$ cat src/rtl/gmii_arb_pkg.sv
// Shared types and constants for the two-source GMII transmit arbiter.
// The GMII_ARB_WATCHDOG_EN build option adds the grant/frame watchdog in gmii_tx_arbiter.
package gmii_arb_pkg;

    typedef enum logic [1:0] {
        IDLE  = 2'd0,
        GRANT = 2'd1,
        SEND  = 2'd2,
        IFG   = 2'd3
    } arb_state_e;

    localparam int IFG_DEFAULT         = 12;
    localparam int GNT_TIMEOUT_DEFAULT = 256;
    localparam int MAX_FRAME_DEFAULT   = 1530;

    // Watchdog counter width; must hold MAX_FRAME and GNT_TIMEOUT-1.
    localparam int WD_W = 12;

    localparam logic [7:0] PREAMBLE_BYTE = 8'h55;
    localparam logic [7:0] SFD_BYTE      = 8'hD5;

endpackage

$ cat src/rtl/gmii_arb_rr_pick.sv
// Two-request round-robin picker: on a tie the source that is not ptr wins.
// Purely combinational; the pointer register lives in the parent.
module gmii_arb_rr_pick
    import gmii_arb_pkg::*;
(
    input  logic [1:0] req,
    input  logic       ptr,
    output logic       gnt_idx,
    output logic       valid
);

    always_comb begin
        valid   = |req;
        gnt_idx = (req == 2'b11) ? ~ptr : req[1];
    end

endmodule

$ cat src/rtl/gmii_tx_arbiter.sv
// Whole-frame round-robin arbiter for the shared GMII transmit path with IFG enforcement.
// Build option GMII_ARB_WATCHDOG_EN adds grant-timeout and max-frame aborts with err_pulse.
module gmii_tx_arbiter
    import gmii_arb_pkg::*;
#(
    parameter int IFG_CYCLES  = IFG_DEFAULT
`ifdef GMII_ARB_WATCHDOG_EN
    ,
    parameter int GNT_TIMEOUT = GNT_TIMEOUT_DEFAULT,
    parameter int MAX_FRAME   = MAX_FRAME_DEFAULT
`endif
) (
    input  logic       tx_clk,
    input  logic       rst_n,
    input  logic       s0_req,
    output logic       s0_gnt,
    input  logic       s0_tx_en,
    input  logic [7:0] s0_tx_data,
    input  logic       s1_req,
    output logic       s1_gnt,
    input  logic       s1_tx_en,
    input  logic [7:0] s1_tx_data,
    output logic       gmii_tx_en,
    output logic [7:0] gmii_tx_data,
    output logic       busy,
    output logic       err_pulse
);

    localparam int IFG_W = (IFG_CYCLES > 1) ? $clog2(IFG_CYCLES) : 1;

    arb_state_e       state_q, state_d;
    logic             sel_q, sel_d;
    logic             ptr_q, ptr_d;
    logic [1:0]       gnt_q, gnt_d;
    logic [IFG_W-1:0] ifg_q, ifg_d;
    logic             fwd_en;
    logic [7:0]       tx_data_d;
    logic [1:0]       req_vec;
    logic             pick_idx, pick_valid;

    // Only the selected source is ever looked at; the other one is fully muted.
    wire       sel_req     = sel_q ? s1_req     : s0_req;
    wire       sel_tx_en   = sel_q ? s1_tx_en   : s0_tx_en;
    wire [7:0] sel_tx_data = sel_q ? s1_tx_data : s0_tx_data;

`ifdef GMII_ARB_WATCHDOG_EN
    logic [WD_W-1:0] wd_q, wd_d;
    logic [1:0]      blocked_q, blocked_d;
    logic            err_q, err_d;
    logic            abort;

    assign req_vec   = {s1_req, s0_req} & ~blocked_q;
    assign err_pulse = err_q;
`else
    assign req_vec   = {s1_req, s0_req};
    assign err_pulse = 1'b0;
`endif

    gmii_arb_rr_pick u_pick (
        .req     (req_vec),
        .ptr     (ptr_q),
        .gnt_idx (pick_idx),
        .valid   (pick_valid)
    );

    assign s0_gnt = gnt_q[0];
    assign s1_gnt = gnt_q[1];
    assign busy   = (state_q != IDLE);

    always_comb begin
        // NOTE: every signal gets a default before the case so no path can infer a latch.
        state_d = state_q;
        sel_d   = sel_q;
        ptr_d   = ptr_q;
        gnt_d   = gnt_q;
        ifg_d   = ifg_q;
        fwd_en  = sel_tx_en && ((state_q == GRANT) || (state_q == SEND));
`ifdef GMII_ARB_WATCHDOG_EN
        wd_d      = wd_q;
        err_d     = 1'b0;
        abort     = 1'b0;
        blocked_d = blocked_q & {s1_req, s0_req};
`endif
        case (state_q)
            IDLE: begin
                if (pick_valid) begin
                    state_d = GRANT;
                    sel_d   = pick_idx;
                    ptr_d   = pick_idx;
                    gnt_d   = pick_idx ? 2'b10 : 2'b01;
`ifdef GMII_ARB_WATCHDOG_EN
                    wd_d    = '0;
`endif
                end
            end
            GRANT: begin
                if (!sel_req) begin
                    state_d = IDLE;
                    gnt_d   = '0;
                    fwd_en  = 1'b0;
                end else if (sel_tx_en) begin
                    state_d = SEND;
`ifdef GMII_ARB_WATCHDOG_EN
                    wd_d    = WD_W'(1);
                end else if (wd_q == WD_W'(GNT_TIMEOUT - 1)) begin
                    state_d = IDLE;
                    gnt_d   = '0;
                    abort   = 1'b1;
                end else begin
                    wd_d    = wd_q + 1'b1;
`endif
                end
            end
            SEND: begin
                if (!sel_tx_en) begin
                    state_d = IFG;
                    gnt_d   = '0;
                    ifg_d   = IFG_W'(IFG_CYCLES - 1);
`ifdef GMII_ARB_WATCHDOG_EN
                end else if (wd_q == WD_W'(MAX_FRAME)) begin
                    // Frame overran: cut the enable and still enforce the full gap.
                    state_d = IFG;
                    gnt_d   = '0;
                    ifg_d   = IFG_W'(IFG_CYCLES - 1);
                    fwd_en  = 1'b0;
                    abort   = 1'b1;
                end else begin
                    wd_d    = wd_q + 1'b1;
`endif
                end
            end
            IFG: begin
                if (ifg_q == '0) state_d = IDLE;
                else             ifg_d   = ifg_q - 1'b1;
            end
            default: state_d = IDLE;
        endcase
`ifdef GMII_ARB_WATCHDOG_EN
        if (abort) begin
            err_d              = 1'b1;
            blocked_d[sel_q]   = 1'b1;
        end
`endif
        tx_data_d = fwd_en ? sel_tx_data : 8'h00;
    end

    // NOTE: state registers use non-blocking assignments so all flops update together.
    always_ff @(posedge tx_clk or negedge rst_n) begin
        if (!rst_n) begin
            state_q      <= IDLE;
            sel_q        <= 1'b0;
            ptr_q        <= 1'b1;
            gnt_q        <= '0;
            ifg_q        <= '0;
            gmii_tx_en   <= 1'b0;
            gmii_tx_data <= 8'h00;
        end else begin
            state_q      <= state_d;
            sel_q        <= sel_d;
            ptr_q        <= ptr_d;
            gnt_q        <= gnt_d;
            ifg_q        <= ifg_d;
            gmii_tx_en   <= fwd_en;
            gmii_tx_data <= tx_data_d;
        end
    end

`ifdef GMII_ARB_WATCHDOG_EN
    always_ff @(posedge tx_clk or negedge rst_n) begin
        if (!rst_n) begin
            wd_q      <= '0;
            blocked_q <= '0;
            err_q     <= 1'b0;
        end else begin
            wd_q      <= wd_d;
            blocked_q <= blocked_d;
            err_q     <= err_d;
        end
    end
`endif

endmodule

$ cat config.mk
export PLATFORM = sky130hd
export DESIGN_NAME = gmii_tx_arbiter
export DESIGN_NICKNAME = d
export VERILOG_FILES = /design/src/rtl/gmii_arb_pkg.sv /design/src/rtl/gmii_arb_rr_pick.sv /design/src/rtl/gmii_tx_arbiter.sv
export SDC_FILE = /design/constraint.sdc
export NUM_CORES = 1
export LEC_CHECK = 0
export BUFFER_PORTS_ARGS = -buffer_cell sky130_fd_sc_hd__buf_4
export CORE_AREA = 2 2 48 50
export CTS_CLUSTER_SIZE = 25
export DETAILED_ROUTE_END_ITERATION = 8
export DIE_AREA = 0 0 50 52
export GPL_ROUTABILITY_DRIVEN = 0
export PLACE_DENSITY = 0.9
export SYNTH_ARGS = -nofsm -noshare
export SYNTH_HDL_FRONTEND = slang
export SYNTH_SLANG_ARGS = --single-unit
$ cat constraint.sdc
create_clock -name tx_clk -period 5.15 [get_ports tx_clk]
set_clock_uncertainty 0.2 [all_clocks]
set_input_delay 1.03 -clock tx_clk [delete_from_list [all_inputs] [get_ports tx_clk]]
set_output_delay 1.03 -clock tx_clk [all_outputs]
set_load 0.01 [all_outputs]
==> results of run 1 <==
[state kept, by name, summed over array words and instances, names as in the netlist, named ones only]
name	flops
gmii_tx_data	8
ifg_q	4
gnt_q	2
gmii_tx_en	1
ptr_q	1
sel_q	1
state_q	1
[critical path, cell delays in order (launching register included)]
cell,delay [ns]
sky130_fd_sc_hd__dfrtp_1,0.46
sky130_fd_sc_hd__inv_1,0.10
sky130_fd_sc_hd__ha_1,0.25
sky130_fd_sc_hd__inv_1,0.10
sky130_fd_sc_hd__buf_4,0.15
[report_power, final]
group / total, W / leakage [nW] / switching (W) / internal (W)
sequential: 0.000264 / 0.241 / 0.0000539 / 0.000210
clock: 0.0000773 / 0.0177 / 0.0000483 / 0.0000290
combinational: 0.000332 / 0.413 / 0.000165 / 0.000166
[metrics by stage]
stage | hold WS [ns] | area, µm² | util (%) | worst slack [ns]
final | 0.314 | 1320 | 62.6 | 2.55
after global routing | 0.347 | 1320 | 62.6 | 2.45
after CTS | 0.319 | 1320 | 62.6 | 2.55
after detailed placement | 0.292 | 1290 | 61.3 | 2.73
after global placement | 0.282 | 1290 | 61.3 | 2.75
after floorplan | 0.263 | 1020 | - | 2.92
[metal layers]
layer  GRT usage (%)  up-vias  part of all wire, %
li1                -      422                    -
met1            19.9      402                   41
met2            31.6       32                   51
met3            3.45        5                  6.2
met4            8.33        0                  1.9
met5               0        -                    0
[how the worst max path moves through the flow]
stage,depth (start not counted),to,start,slack [ns]
after global placement,4,gnt_q[1],s0_req,2.75
after global routing,4,busy,state_q[0],2.45
final,4,busy,state_q[0],2.55
after CTS,4,busy,state_q[0],2.55
after floorplan,3,gnt_q[0],s0_req,2.92
after detailed placement,4,gnt_q[1],s0_req,2.73
[cells in the mapped netlist, drive strengths merged (2+ instances only)]
cell | number | area share (%)
a22o | 3 | 2.6
nor2 | 11 | 4.0
ha | 5 | 6.1
buf | 2 | 1.5
a41oi | 2 | 1.7
o21ai | 5 | 2.4
nand3 | 3 | 1.5
mux2 | 3 | 3.7
a31oi | 2 | 1.2
nand2 | 7 | 2.8
nand2b | 2 | 1.2
dfrtp | 18 | 44
mux2i | 9 | 8.8
inv | 8 | 2.9
[cell type report]
class,instances,area [µm²]
repair buffers,33,248
flip-flops and latches,19,477
multi-input cells,70,502
fillers,175,787
clock buffers,3,22.5
well taps,28,35.0
inverters,8,30.0
clock inverters,1,5.00
[cells by family (layout without fill, tap and decap cells)]
kind of cell / Yosys count / after routing / share of synthesized area, %
AOI/OAI and AO/OA: 20 / 20 / 13.9
muxes: 12 / 12 / 12.5
other: 1 / 1 / 0.366
DFF: 19 / 19 / 46.6
and+or+nand+nor: 32 / 32 / 16.1
buffers and inverters: 10 / 45 / 4.40
adders and majority gates: 5 / 5 / 6.11
==> run summary, run 1 <==
After detailed routing, the average wire length per cell comes to 12.6 µm. After synthesis the cells add up to 1020 µm². The number of buffers inserted by port buffering was 33. For the initial antenna violation count, the log shows 0.

Once placement completed, the tool counted placed cells totaling 158. In this run the tightest slew margin relative to its limit is 61.3%. The buffers inserted during post-CTS setup optimization is 0, and the logic depth of the worst register-to-register path is 5.

The synthesized design contains 0 enable-type register cells. The kind of launch point of the worst setup path was a flip-flop. The flow ran to the end, and the final reports show no timing, DRC or antenna violations. The post-detailed-route via-to-cell ratio was 5.31; the floorplan core area was 2110 µm². Setup repair after global routing left no endpoint under its margin. The net count after synthesis was 126. For this block, the routed nets add up to 2050 µm of wire. The synthesis-stage register bit count was 19; the number of remaining DRC errors was 0. Most common library cell in the layout ignoring fill and taps: sky130_fd_sc_hd__buf_4. Number of top-level design ports: 35.

The number of pins exceeding their max-slew limit in the final report was 0. Across the VDD grid, the largest voltage drop is 0.324 mV. Clock latency of the later-clocked register in the worst-skew pair: 0.31 ns.

The final critical path takes up 50.5% of the cycle. Detailed routing inserted a total of 861 vias. The instance count along the most critical hold path is 1. The path with the worst hold slack has its endpoint at gnt_q[0]. The synthesis-to-layout area growth was 28.9%; the overall fraction of global-route tracks in use was 17.6%. The top flip-flop cell by instance count after synthesis was sky130_fd_sc_hd__dfrtp_1. STA classifies the critical path endpoint as an output pin. After the last flow step, the layout net total stands at 162.

The number of H-tree levels was 1. Entering global routing, the biggest net connects 20 pins. The proportion of register bits with asynchronous set or reset after synthesis is 100%. The worst register-to-register path ends at gnt_q[1]. The total overflow left after global routing is 0.

Once detail routing completed, the nets flagged for antenna violations numbered 0. Clock tree synthesis selected as its root buffer the cell sky130_fd_sc_hd__clkbuf_4. In this run the worst path has a maximum fanout of 6.

The synthesized netlist cell count came out at 99. The die outline area came out at 2600 µm². The first global-routing pass estimated 3440 µm of wire. Leaving out filler cells and counting taps, the final layout contains 162. In this run, the number of DRC markers left after iteration 0 of detailed routing was 17.

Clock-pin slew was measured on the worst setup and hold paths at 0.11 ns. The tools report the total clock buffers created by CTS as 3. The number of optimization iterations in the first detailed-route pass came out at 4. CTS saw 19 sinks.

Adding up every negative setup slack in the final design gives 0 ns. The die is 52 µm tall. At the worst endpoint, the arrival time is 1.37 ns. The library cells used most frequently in the layout, excluding fill and tap cells, are sky130_fd_sc_hd__buf_4 (33), sky130_fd_sc_hd__dfrtp_1 (18), sky130_fd_sc_hd__nor2_1 (11), sky130_fd_sc_hd__mux2i_1 (9), sky130_fd_sc_hd__inv_1 (8). The die is 50 µm wide. The worst reg2reg path startpoint was state_q[0]. The number of global-route vias before repair was 835.

The logs give 0 for the number of endpoints with negative hold slack in the final report and 0 for the number of hold-repair buffers added at the cts stage. For the pin with the worst max-slew slack, the measured transition is 0.580 ns. The run gives 0 as the number of synthesis warnings.

The fraction of final layout cells sized beyond drive strength 1 was 30.6%; the cell row count was 17. The startpoint identified for the worst hold timing path is gnt_q[0]. For this run, the top clock speed supported by timing is 0.384 GHz. Once detailed placement completed, the half-perimeter wirelength came to 1690 µm. Summing internal, switching and leakage power gives 0.000673 W.

The clock period could shrink to 2.60 ns. The deepest clock path buffer count came out at 2. The tools report the count of cells resized by post-cts repair as 0. The initial utilization of the core area, before any placement, comes to 48.6%. The class of the worst hold path is flip-flop to flip-flop. For the setup violation total in the final timing report, the log shows 0. TritonCTS built the clock tree. Reg-to-reg setup timing slack: 3.11 ns. The tool flagged a number of max-cap violations equal to 0. The sequential-to-total area share from yosys stat is 46.6%. The average instance in the mapped netlist occupies 10.3 µm².

The repair_antennas step left the layout with diodes totalling 0. In this run the power density over the cells is 510 nW/µm². The tools report the required time at the endpoint of the critical path as 3.92 ns. The critical path in this run is classified as flip-flop to output pin.

Synthesis instantiated 36 different standard cells from the library. The analysis attributes to cell leakage a power of 0.672 nW.
Note: power is estimated with default switching activity, not from simulation.
==> inputs of run 2 (changes only) <==
--- a/config.mk
+++ b/config.mk
@@ -6,12 +6,12 @@
 export NUM_CORES = 1
 export LEC_CHECK = 0
 export BUFFER_PORTS_ARGS = -buffer_cell sky130_fd_sc_hd__buf_4
-export CORE_AREA = 2 2 48 50
+export CORE_AREA = 2 2 52 54
 export CTS_CLUSTER_SIZE = 25
 export DETAILED_ROUTE_END_ITERATION = 8
-export DIE_AREA = 0 0 50 52
+export DIE_AREA = 0 0 54 56
 export GPL_ROUTABILITY_DRIVEN = 0
-export PLACE_DENSITY = 0.9
+export PLACE_DENSITY = 0.82
 export SYNTH_ARGS = -nofsm -noshare
 export SYNTH_HDL_FRONTEND = slang
 export SYNTH_SLANG_ARGS = --single-unit
==> constraint.sdc (replaced) <==
create_clock -name tx_clk -period 2.2 [get_ports tx_clk]
set_clock_uncertainty 0.2 [all_clocks]
set_input_delay 0.44 -clock tx_clk [delete_from_list [all_inputs] [get_ports tx_clk]]
set_output_delay 0.44 -clock tx_clk [all_outputs]
set_load 0.01 [all_outputs]
==> run 2 against run 1 <==
Clock-buffer cell count did not move. Via count rose by 1.6%. Global-route usage fell by 0.62 points. Core utilization fell by 7.6 points. Total power rose by 140%. Final cell count rose by 2.5%. Sequential share of layout area fell by 0.54 points. Flip-flop and latch count did not move. Largest cell class unchanged.
==> run summary, run 2 (same netlist as run 1, synthesis figures left out) <==
The total routed wirelength came out at 2190 µm (+6.9%). Diode insertion count for antenna repair: 0 (unchanged). The number of remaining DRC errors is 0 (unchanged), and the effective utilization at floorplan is 42.1% (-6.5 points). TritonCTS built the clock tree. The run gives 3 (unchanged) as the total clock buffers created by CTS.

Count of cells resized by post-cts repair: 0 (unchanged). The first-pass GRT wire length was 3780 µm (+10%). Clock tree synthesis selected as its root buffer the cell sky130_fd_sc_hd__clkbuf_4. The run gives 2.07 ns (+0.70 ns) as the data arrival time of the critical path. The die outline area came out at 3020 µm² (+16%). STA classifies the critical path endpoint as a flip-flop. The run gives 164 (+1.2%) as the post-layout net count. For the worst hold slack, the log shows 0.128 ns (-0.187 ns). The number of top-level design ports came out at 35 (unchanged).

Setup repair after global routing left no endpoint under its margin. The fraction of final layout cells sized beyond drive strength 1 is 30.9% (+0.29 points), and the number of optimization iterations in the first detailed-route pass is 4 (unchanged). Most flop-heavy register: gmii_tx_data.

The largest registers in the layout are gmii_tx_data (8), ifg_q (4), gnt_q (2). The flip-flop count of the largest register, all copies and words added is 8 (unchanged). For the total congestion overflow after global routing, the log shows 0 (unchanged).

The clock latency of the later-clocked register in the worst-skew pair is 0.30 ns (about the same). The tools report the setup violation total in the final timing report as 0 (unchanged). The instance area after placement is 1300 µm² (+0.78%). Leaving out fill and tap cells, the most frequent cells in the layout are sky130_fd_sc_hd__buf_4 (34), sky130_fd_sc_hd__dfrtp_1 (18), sky130_fd_sc_hd__nor2_1 (11), sky130_fd_sc_hd__mux2i_1 (9), sky130_fd_sc_hd__inv_1 (8). The worst max-slew margin expressed relative to the limit is 66.1% (+4.7 points). For the final design instance area without fill, the log shows 1340 µm² (+1.5%). For the setup TNS, the log shows 0 ns (unchanged). X dimension of the die: 54 µm (+8.0%).

The max-cap check violation count was 0 (unchanged). Derived from the worst setup path, the maximum achievable clock frequency is 0.483 GHz. The power density normalized to cell area is 1190 nW/µm² (+130%), and the vertical extent of the die is 56 µm (+7.7%).

The cell row count is 18 (+1), and the post-CTS clock slew at the launch and capture registers of the worst setup and hold paths is 0.11 ns (about the same). Overall power of the completed layout: 0.00160 W (+140%). The number of pins exceeding their max-slew limit in the final report was 0 (unchanged).

The required time at the endpoint of the critical path came out at 2.20 ns (-1.72 ns). The run finished with clean final reports. Class of the worst hold path: primary input to flip-flop.

The worst path uses 94.1% of the clock period. The number of vias in the routed layout came out at 875 (+1.6%). The buffers inserted during post-CTS setup optimization came out at 0 (unchanged). Placed wire-length estimate after detailed placement: 1740 µm (+3.4%). The initial antenna violation count is 0 (unchanged). The tools report the overall fraction of global-route tracks in use as 17.0% (-0.62 points). Kind of launch point of the worst setup path: a flip-flop. Maximum fanout count along the critical path: 6 (unchanged). The slew at the pin closest to its max-slew limit was 0.506 ns (-0.0743 ns). The synthesis-to-layout area growth came out at 30.8%. The floorplan core area was 2430 µm² (+16%). The time the final worst path needs with I/O delays and setup was 2.07 ns; the average wire per standard cell was 13.2 µm (+4.3%).

For the leakage power of the design, the log shows 0.681 nW (+1.3%). The largest net degree at the start of global routing is 20 (unchanged), and the number of clock sinks is 19 (unchanged). The worst setup path is of the flip-flop to flip-flop kind. The logs give 2 (unchanged) for the deepest clock path buffer count and 0 (unchanged) for the number of endpoints with negative hold slack in the final report. The number of H-tree levels is 1 (unchanged). The number of global-route vias before repair is 868 (+4.0%), and the largest voltage drop on the vdd net is 0.699 mV (+120%). The count of antenna-violating nets left after detailed routing came out at 0 (unchanged). The number of buffers inserted by port buffering was 33 (unchanged); the DRC violation total after the first TritonRoute iteration was 14 (-3). The most common library cell in the layout ignoring fill and taps was sky130_fd_sc_hd__buf_4.

The post-detailed-route via-to-cell ratio is 5.27 (-0.82%).
run 2: cell type report:
type / count / area [µm²]
Fill cell: 221 / 1090
Multi-Input combinational cell: 70 / 502
Sequential cell: 19 / 477
Timing Repair Buffer: 35 / 265
Tap cell: 30 / 37.5
Inverter: 8 / 30.0
Clock buffer: 3 / 22.5
Clock inverter: 1 / 5.00
run 2: what timing repair did:
action,in CTS,in global routing
hold buffers,1,0
setup endpoints to repair,0,0
endpoints found under the hold margin,18,0
run 2: metrics by stage:
stage / setup slack, ns / std cells / utilization [%]
3_3_place_gp: 0.243 / 161 / 53.5
4_1_cts: 0.137 / 166 / 55.0
5_1_grt: 0.0199 / 166 / 55.0
3_5_place_dp: 0.149 / 161 / 53.5
2_1_floorplan: 0.299 / 99 / -
6_report: 0.130 / 166 / 55.0
run 2: metal layers:
layer	part of all wire [%]	up-vias	GRT usage, %
li1	-	429	-
met1	42	407	21.9
met2	48	35	25.8
met3	7.1	4	3.76
met4	2.3	0	8.93
met5	0	-	0
run 2: critical path, cell delays in order, from the launching register on:
cell	delay, ns
sky130_fd_sc_hd__dfrtp_1	0.45
sky130_fd_sc_hd__inv_1	0.11
sky130_fd_sc_hd__ha_1	0.26
sky130_fd_sc_hd__or3b_1	0.44
sky130_fd_sc_hd__nand4b_1	0.17
sky130_fd_sc_hd__mux2_1	0.33
run 2: final timing paths:
| check | from | end | slack, ns | cells past startpoint |
|---|---|---|---|---|
| min | s0_req | ptr_q | 0.13 | 2 |
| max reg2reg | state_q[0] | gnt_q[1] | 0.13 | 5 |
| min in group asynchronous | rst_n | ifg_q[0] | 0.33 | 2 |
| max in group asynchronous | rst_n | ptr_q | 1.20 | 2 |
| max | state_q[0] | gnt_q[1] | 0.13 | 5 |
| min reg2reg | ifg_q[1] | ifg_q[1] | 0.31 | 2 |
run 2: where the power goes:
group / switching, W / internal (W)
Combinational: 0.000439 / 0.000403
Clock: 0.000109 / 0.0000678
Sequential: 0.0000849 / 0.000493
Total: 0.000633 / 0.000964
